## config.mk

```make
export PLATFORM = sky130hd
export DESIGN_NAME = fetch_unit
export DESIGN_NICKNAME = d
export VERILOG_FILES = /design/src/rtl/fetch_pkg.sv /design/src/rtl/fetch_buffer.sv /design/src/rtl/fetch_unit.sv
export SDC_FILE = /design/constraint.sdc
export NUM_CORES = 1
export LEC_CHECK = 0
export ABC_AREA = 1
export CORE_MARGIN = 3
export CORE_UTILIZATION = 49
export DETAILED_ROUTE_END_ITERATION = 12
export HOLD_SLACK_MARGIN = 0.15
export PLACE_DENSITY = 0.85
export SLEW_MARGIN = 10
export SYNTH_ARGS = -nofsm -noshare
export SYNTH_HDL_FRONTEND = slang
export SYNTH_SLANG_ARGS = --single-unit
export TNS_END_PERCENT = 50
```

## constraint.sdc

```tcl
create_clock -name clk -period 4.1 [get_ports clk]
set_clock_uncertainty 0.05 [all_clocks]
set_input_delay 0.82 -clock clk [delete_from_list [all_inputs] [get_ports clk]]
set_output_delay 0.82 -clock clk [all_outputs]
set_load 0.02 [all_outputs]
```

## src/rtl/fetch_pkg.sv

```systemverilog
// Shared types and defaults for the instruction fetch unit and its output buffer.
package fetch_pkg;

  localparam int PC_STEP_DEF   = 4;
  localparam int MEM_DEPTH_DEF = 32;

  // Buffer entry fields are sized for the widest supported PC/instruction.
  localparam int ENTRY_ADDR_W = 32;
  localparam int ENTRY_DATA_W = 32;

  typedef enum logic [1:0] {
    IDLE  = 2'd0,
    FETCH = 2'd1,
    HOLD  = 2'd2
  } state_t;

  typedef struct packed {
    logic [ENTRY_ADDR_W-1:0] pc;
    logic [ENTRY_DATA_W-1:0] inst;
  } entry_t;

endpackage

```

## src/rtl/fetch_buffer.sv

```systemverilog
// Two-entry synchronous FIFO of {pc, inst}. The head is a flop, so the outputs
// carry no combinational path from the write data.
module fetch_buffer
  import fetch_pkg::*;
#(
  parameter int ADDR_W = 32,
  parameter int DATA_W = 32
) (
  input  logic              clk,
  input  logic              rst,
  input  logic              flush,
  input  logic              push,
  input  logic              pop,
  input  logic [ADDR_W-1:0] din_pc,
  input  logic [DATA_W-1:0] din_inst,
  output logic [1:0]        count,
  output logic [ADDR_W-1:0] head_pc,
  output logic [DATA_W-1:0] head_inst
);

  entry_t slot0;
  entry_t slot1;
  entry_t din;
  logic   pop_ok;
  logic   wr_ok;
  logic   wr_to_head;
  logic [1:0] count_nxt;

  always_comb begin
    din.pc   = ENTRY_ADDR_W'(din_pc);
    din.inst = ENTRY_DATA_W'(din_inst);
  end

  assign pop_ok     = pop & (count != 2'd0);
  assign wr_ok      = push & ((count != 2'd2) | pop_ok);
  // After a pop the surviving entry shifts into slot0, so the write lands one lower.
  assign wr_to_head = (count == 2'd0) | ((count == 2'd1) & pop_ok);

  always_comb begin
    count_nxt = count;
    if (wr_ok && !pop_ok)
      count_nxt = count + 2'd1;
    else if (pop_ok && !wr_ok)
      count_nxt = count - 2'd1;
  end

  always_ff @(posedge clk) begin
    if (rst) begin
      count <= 2'd0;
      // NOTE: the two data slots are reset (unlike a RAM) so out_* read zero after reset.
      slot0 <= '0;
      slot1 <= '0;
    end else if (flush) begin
      count <= 2'd0;
    end else begin
      count <= count_nxt;
      if (pop_ok)
        slot0 <= slot1;
      // NOTE: non-blocking assignments; a later write to slot0 in this block overrides the shift.
      if (wr_ok) begin
        if (wr_to_head)
          slot0 <= din;
        else
          slot1 <= din;
      end
    end
  end

  assign head_pc   = ADDR_W'(slot0.pc);
  assign head_inst = DATA_W'(slot0.inst);

endmodule

```

## src/rtl/fetch_unit.sv

```systemverilog
// Instruction fetch: owns the PC, addresses the combinational instruction memory
// and hands {pc, inst} to decode through a 2-entry valid/ready buffer.
module fetch_unit
  import fetch_pkg::*;
#(
  parameter int ADDR_W    = 32,
  parameter int DATA_W    = 32,
  parameter int PC_STEP   = PC_STEP_DEF,
  parameter int MEM_DEPTH = MEM_DEPTH_DEF,
  parameter int RESET_PC  = 0
) (
  input  logic              clk,
  input  logic              rst,
  output logic [ADDR_W-1:0] inst_addr,
  input  logic [DATA_W-1:0] inst_data,
  input  logic              redirect_valid,
  input  logic [ADDR_W-1:0] redirect_pc,
  output logic              out_valid,
  input  logic              out_ready,
  output logic [DATA_W-1:0] out_inst,
  output logic [ADDR_W-1:0] out_pc,
  output logic              stalled
);

  // MEM_DEPTH is a power of two, so modulo reduces to a mask.
  localparam logic [ADDR_W-1:0] PC_MASK  = ADDR_W'(MEM_DEPTH - 1);
  localparam logic [ADDR_W-1:0] PC_INIT  = ADDR_W'(RESET_PC);
  localparam logic [ADDR_W-1:0] PC_DELTA = ADDR_W'(PC_STEP);

  state_t            state;
  logic [ADDR_W-1:0] pc;
  logic [ADDR_W-1:0] pc_inc;
  logic [1:0]        count;
  logic [1:0]        count_nxt;
  logic              pop;
  logic              push;

  assign pop    = out_valid & out_ready;
  assign push   = ((count != 2'd2) | pop) & ~redirect_valid & (state != IDLE);
  assign pc_inc = (pc + PC_DELTA) & PC_MASK;

  always_comb begin
    count_nxt = count;
    if (push && !pop)
      count_nxt = count + 2'd1;
    else if (pop && !push)
      count_nxt = count - 2'd1;
  end

  always_ff @(posedge clk) begin
    if (rst) begin
      pc    <= PC_INIT;
      state <= IDLE;
    end else if (redirect_valid) begin
      pc    <= redirect_pc & PC_MASK;
      state <= FETCH;
    end else begin
      if (push)
        pc <= pc_inc;
      case (state)
        IDLE:    state <= FETCH;
        default: state <= (count_nxt == 2'd2) ? HOLD : FETCH;
      endcase
    end
  end

  fetch_buffer #(
    .ADDR_W (ADDR_W),
    .DATA_W (DATA_W)
  ) u_buffer (
    .clk       (clk),
    .rst       (rst),
    .flush     (redirect_valid),
    .push      (push),
    .pop       (pop),
    .din_pc    (pc),
    .din_inst  (inst_data),
    .count     (count),
    .head_pc   (out_pc),
    .head_inst (out_inst)
  );

  assign inst_addr = pc;
  assign out_valid = (count != 2'd0);
  assign stalled   = (count == 2'd2) & ~pop & ~redirect_valid;

endmodule

```

==> flow_metrics.env, run 1 <==
export IMPL_outcome="finished clean"
export IMPL_synth_most_common_cell="nand2_1"
export IMPL_p_per_area_mw_per_mm2=367.5
export IMPL_holdBufCountCts=0
export IMPL_io_buffers=111
export IMPL_antenna_found_initial=0
export IMPL_ys_ff_latch=110
export IMPL_gp_congestion=0.8135
export IMPL_ctsResizeCount=0
export IMPL_synth_edf_count=0
export IMPL_crit_arrival_ns=2.47
export IMPL_async_flop_share_pct=0
export IMPL_holdCritPathClass="flip-flop to flip-flop"
export IMPL_leakagePower_nw=2.601
export IMPL_fin_area_mm2=0.006161
export IMPL_nNetsFinal=845
export IMPL_synth_area_per_cell_um2=7.151
export IMPL_fin_crit_ns=3.336
export IMPL_overflow=0
export IMPL_grt_use_met1_pct=26.66
export IMPL_synth_seq_area_share_pct=44.69
export IMPL_routed_wl_mm=12.62
export IMPL_die_x_um=106.3
export IMPL_use_met3_pct=3.825
export IMPL_setup_viol=0
export IMPL_diodes=0
export IMPL_worst_setup_path_type="input pin to output port"
export IMPL_drc=0
export IMPL_cts_max_path_buffers=2
export IMPL_required_ns=3.23
export IMPL_insertion_delay_ns=0.36
export IMPL_grt_setup_unrepaired="no"
export IMPL_die_area_mm2=0.01129
export IMPL_synthToLayoutAreaGrowth_pct=25.04
export IMPL_ys_warn_count=0
export IMPL_cts_tree="done"
export IMPL_worstSetupStartpointType="input pin"
export IMPL_synth_compound_area_share_pct=8.024
export IMPL_maxCapViolCount=0
export IMPL_yosysUniqueCellTypes=28
export IMPL_cts_buffers=9
export IMPL_tightest_slew_ns=1.065
export IMPL_critPathCaptureType="output port"
export IMPL_wl_per_cell_um=13.93
export IMPL_die_h_um=106.3
export IMPL_core_mm2=0.009503
export IMPL_floorplan_initialDensity_pct=51.85
export IMPL_finalCritPeriodShare_pct=81.36
export IMPL_yosys_top_cells_area="dfxtp_1 (45%), nand2_1 (11%), nor2_1 (8.9%), buf_4 (5.5%), o21ai_0 (4.9%)"
export IMPL_layout_drive_gt1_share_pct=7.593
export IMPL_grt_pass1_vias=4436
export IMPL_grt_max_degree=64
export IMPL_fmax_mhz=299.8
export IMPL_finalHoldViolCount=0
export IMPL_synthMuxAreaShare_pct=0
export IMPL_top_usage_layer="met2"
export IMPL_drt_antenna_violating_nets=0
export IMPL_drtIter0Drc=244
export IMPL_fin_setup_tns_ns=0
export IMPL_fin_util_pct=64.83
export IMPL_rows=35
export IMPL_num_vias=4748
export IMPL_cts_root_buf="clkbuf_8"
export IMPL_cts_htree_levels=3
export IMPL_path_clk_slew_ns=0.10
export IMPL_maxSlewHeadroom_pct=28.77
export IMPL_synth_top_family_by_area="simple AND/OR/NAND/NOR gates"
export IMPL_vdd_drop_max_mv=0.1934
export IMPL_synth_common_cells="nand2_1 (147), nor2_1 (117), dfxtp_1 (110)"
export IMPL_netlist_area_mm2=0.004927
export IMPL_grt_pass1_wl_mm=20.41
export IMPL_grtUsageTotal_pct=21.80
export IMPL_synthSimpleGateAreaFrac_pct=34.26
export IMPL_synth_top_area_share_pct=44.69
export IMPL_synthAdderAreaFrac_pct=1.270
export IMPL_maxSlewViolCount=0
export IMPL_yosysTopAreaCell="dfxtp_1"
export IMPL_dpl_cell_area_mm2=0.005954
export IMPL_synth_xor_area_share_pct=0.3555
export IMPL_ioPinCount=166
export IMPL_hpwl_mm=8.350
export IMPL_cts_setup_buffers=0
export IMPL_crit_fanout=19
export IMPL_ys_flop_type="dfxtp_1"
export IMPL_postSynthCellCount=689
export IMPL_via_per_inst=5.241
export IMPL_cts_sinks=110
export IMPL_use_met2_pct=38.14
export IMPL_firstDrtPassIters=5
final timing paths:
check / slack (ns) / to / cells after the start / from
worst min register to register: 0.38 / u_buffer.head_pc[28] / 2 / u_buffer.head_pc[28]
worst min-delay path: 0.38 / u_buffer.head_pc[28] / 2 / u_buffer.head_pc[28]
worst max register to register: 0.95 / u_buffer.slot1[23] / 10 / u_buffer.count[0]
worst max-delay path: 0.76 / stalled / 5 / out_ready
layer usage:
layer	part of all wire, %	vias up
met4	1.5	0
met3	6.5	20
met2	50	195
li1	-	2316
met5	0	-
met1	41	2217
registers in the layout, summed over array words and instances (netlist names):
| signal | count |
|---|---|
| inst_addr | 5 |
| u_buffer.count | 2 |
| state | 2 |
| u_buffer.head_pc | 32 |
| u_buffer.head_inst | 32 |
| u_buffer.slot1 | 37 |
report_power, final:
part           internal, mW  switching (mW)  total, mW
registers              1.12          0.0289       1.15
logic                 0.172           0.272      0.444
clock network         0.307           0.369      0.676
layout by cell type, fill, tap and decap left out, types with 3 or more instances in the layout:
cell type and count:
clkbuf_8 10, o21ai_0 48, nand2_2 3, o21ai_1 7, or2_2 23, buf_4 9, inv_1 31, a21oi_1 15
nand3_1 34, nand2_1 147, nand4_1 28, conb_1 27, inv_2 3, dfxtp_1 110, ha_1 5, nor2_1 117
nor3_1 31, clkdlybuf4s50_1 111
per-stage QoR:
stage	hold WS, ns	std cells	power, mW	setup slack (ns)
CTS	0.3828	906	2.274	0.7683
global route	0.3982	906	2.370	0.5636
floorplan	0.4176	715	1.468	1.709
finish	0.3795	906	2.264	0.7641
detailed placement	0.3666	890	1.608	0.4344
global placement	0.3651	890	1.594	0.5622
area by class of cell:
cell class,instances,area (um2)
clock inverter,5,65.06
inverter,34,127.6
fill,830,3342
sequential,110,2202
timing repair buffer,121,1199
clock buffer,11,141.4
tap,129,161.4
multi-input combinational,496,2265
logic make-up after synthesis:
group	Yosys count
flops	110
buf+inv	109
compound gates	75
other cells	1
simple gates	387
fa+ha+maj	5
xor+xnor	2
worst max-delay path, cell delays in order:
cell,delay (ns)
clkdlybuf4s50_1,0.45
nand2_1,0.13
nand2_2,0.27
nor2_1,0.17
clkdlybuf4s50_1,0.63
Note: power is estimated with default switching activity, not from simulation.
==> run 2: changes to the inputs <==
--- a/config.mk
+++ b/config.mk
@@ -7,10 +7,10 @@
 export LEC_CHECK = 0
 export ABC_AREA = 1
 export CORE_MARGIN = 3
-export CORE_UTILIZATION = 49
+export CORE_UTILIZATION = 46
 export DETAILED_ROUTE_END_ITERATION = 12
 export HOLD_SLACK_MARGIN = 0.15
-export PLACE_DENSITY = 0.85
+export PLACE_DENSITY = 0.81
 export SLEW_MARGIN = 10
 export SYNTH_ARGS = -nofsm -noshare
 export SYNTH_HDL_FRONTEND = slang
==> constraint.sdc (replaced) <==
create_clock -name clk -period 3.1 [get_ports clk]
set_clock_uncertainty 0.05 [all_clocks]
set_input_delay 0.62 -clock clk [delete_from_list [all_inputs] [get_ports clk]]
set_output_delay 0.62 -clock clk [all_outputs]
set_load 0.02 [all_outputs]
==> flow_metrics.env, run 2 (synthesis gave the netlist of run 1 again) <==
export IMPL_outcome="finished clean"
export IMPL_dpl_cell_area_mm2=0.006011
export IMPL_crit_fanout=3
export IMPL_cp_startpoint="out_ready"
export IMPL_p_per_area_mw_per_mm2=482.1
export IMPL_die_x_um=109.5
export IMPL_grt_pass1_wl_mm=20.31
export IMPL_vdd_drop_max_mv=0.2808
export IMPL_synthToLayoutAreaGrowth_pct=26.18
export IMPL_cp_num_cells=5
export IMPL_drtIter0Drc=259
export IMPL_layout_drive_gt1_share_pct=8.662
export IMPL_largest_register="u_buffer.slot1"
export IMPL_maxCapViolCount=0
export IMPL_cpPeakStageDelay_ns=0.66
export IMPL_dpl_cell_count=905
export IMPL_cts_htree_levels=3
export IMPL_drc=0
export IMPL_grt_max_degree=53
export IMPL_maxSlewHeadroom_pct=40.31
export IMPL_ctsResizeCount=0
export IMPL_io_buffers=111
export IMPL_required_ns=2.43
export IMPL_critPathCaptureType="output port"
export IMPL_critical_path_slowest_cell="clkdlybuf4s50_1"
export IMPL_p_int_mw=2.111
export IMPL_holdCritPathClass="flip-flop to flip-flop"
export IMPL_grt_pass1_vias=4452
export IMPL_die_area_mm2=0.01199
export IMPL_gp_congestion=0.8463
export IMPL_p_sw_uw=886.1
export IMPL_worst_path_most_repeated_cell="clkdlybuf4s50_1"
export IMPL_routed_wl_mm=12.68
export IMPL_cts_setup_buffers=0
export IMPL_setup_viol=0
export IMPL_maxSlewViolCount=0
export IMPL_worst_path_buf_inv=2
export IMPL_firstDrtPassIters=5
export IMPL_seq_power_share_pct=50.5
export IMPL_cpLargestDelayFamily="buffers and inverters"
export IMPL_largest_register_ffs=37
export IMPL_min_path_cells=2
export IMPL_crit_arrival_ns=2.09
export IMPL_holdWs_ns=0.3869
export IMPL_fillCellCount=931
export IMPL_total_power_mw=2.998
export IMPL_fin_setup_tns_ns=0
export IMPL_final_cell_mix="nand2_1 (147), nor2_1 (117), clkdlybuf4s50_1 (111), dfxtp_1 (110), o21ai_0 (48)"
export IMPL_core_mm2=0.01037
export IMPL_power_share_clock_pct=29.6
export IMPL_via_per_inst=5.178
export IMPL_cts_sinks=110
export IMPL_antenna_found_initial=0
export IMPL_die_h_um=109.5
export IMPL_insertion_delay_ns=0.36
export IMPL_pwr_share_comb_pct=19.9
export IMPL_cts_tree="done"
export IMPL_final_cells=921
export IMPL_cts_buffers=9
export IMPL_fmax_mhz=362.0
export IMPL_nNetsFinal=853
export IMPL_leakagePower_nw=2.632
export IMPL_worstSetupStartpointType="input pin"
export IMPL_worst_setup_path_type="input pin to output port"
export IMPL_final_common_cell="nand2_1"
export IMPL_cts_max_path_buffers=2
export IMPL_rows=37
export IMPL_num_vias=4769
export IMPL_path_clk_slew_ns=0.10
export IMPL_reg2reg_depth=10
export IMPL_fin_area_mm2=0.006217
export IMPL_tightest_slew_ns=0.8932
export IMPL_drt_antenna_violating_nets=0
export IMPL_hpwl_mm=8.658
export IMPL_hp_start="u_buffer.head_pc[28]"
export IMPL_holdBufCountCts=0
export IMPL_cts_root_buf="clkbuf_8"
export IMPL_wl_per_cell_um=13.77
export IMPL_finalHoldViolCount=0
export IMPL_grtUsageTotal_pct=20.99
export IMPL_finalCritPeriodShare_pct=89.11
export IMPL_grt_setup_unrepaired="no"
export IMPL_r2r_start="u_buffer.count[0]"
export IMPL_fin_crit_ns=2.762
export IMPL_floorplan_initialDensity_pct=47.51
export IMPL_path_cells="clkdlybuf4s50_1 -> nand2_1 -> nand2_2 -> nor2_1 -> clkdlybuf4s50_1"
export IMPL_ioPinCount=166
export IMPL_diodes=0
export IMPL_p_sw_share_pct=29.56
export IMPL_overflow=0
==> run 2: cell type report <==
class	instances	area (um2)	area share, %
multi-input cells	496	2265	36.43
inverters	34	127.6	2.053
well taps	136	170.2	2.737
clock buffers	10	137.6	2.214
clock inverters	6	68.82	1.107
repair buffers	129	1246	20.04
flip-flops and latches	110	2202	35.42
==> run 2: power groups by stage <==
stage          Combinational (mW)  Sequential [mW]  Clock, mW
6_report                    0.595             1.51      0.888
4_1_cts                     0.594             1.51      0.912
5_1_grt                     0.657             1.52      0.969
2_1_floorplan               0.351             1.59          0
3_5_place_dp                0.592             1.55          0
3_3_place_gp                0.575             1.54          0
==> run 2: metrics by stage <==
stage                     util [%]  setup WS, ns
after floorplan                  -        0.9908
after global placement       57.96        0.2784
after detailed placement     57.96        0.1369
after CTS                    59.95        0.3457
after global routing         59.95        0.2449
final                        59.95        0.3376
==> run 2: worst register-to-register path, cell delays in order (launching register included) <==
cell,delay (ns)
dfxtp_1,0.43
inv_1,0.09
ha_1,0.23
inv_2,0.08
nand2_1,0.08
nand2_2,0.08
buf_4,0.28
nand2_2,0.20
nor2_4,0.72
o21ai_0,0.22
a21oi_1,0.16
==> run 2: path summary, 6_finish.rpt <==
path	to	slack [ns]
hold reg to reg	u_buffer.head_pc[28]	0.39
setup / recovery	stalled	0.34
hold / removal	u_buffer.head_pc[28]	0.39
setup reg to reg	u_buffer.slot1[12]	0.42
==> run 2: layer usage <==
layer	track usage, %	wire (um)	vias up
li1	-	-	2340
met1	24.58	5182	2186
met2	35.35	5987	210
met3	6.283	1182	33
met4	9.439	325	0
met5	0	0	-
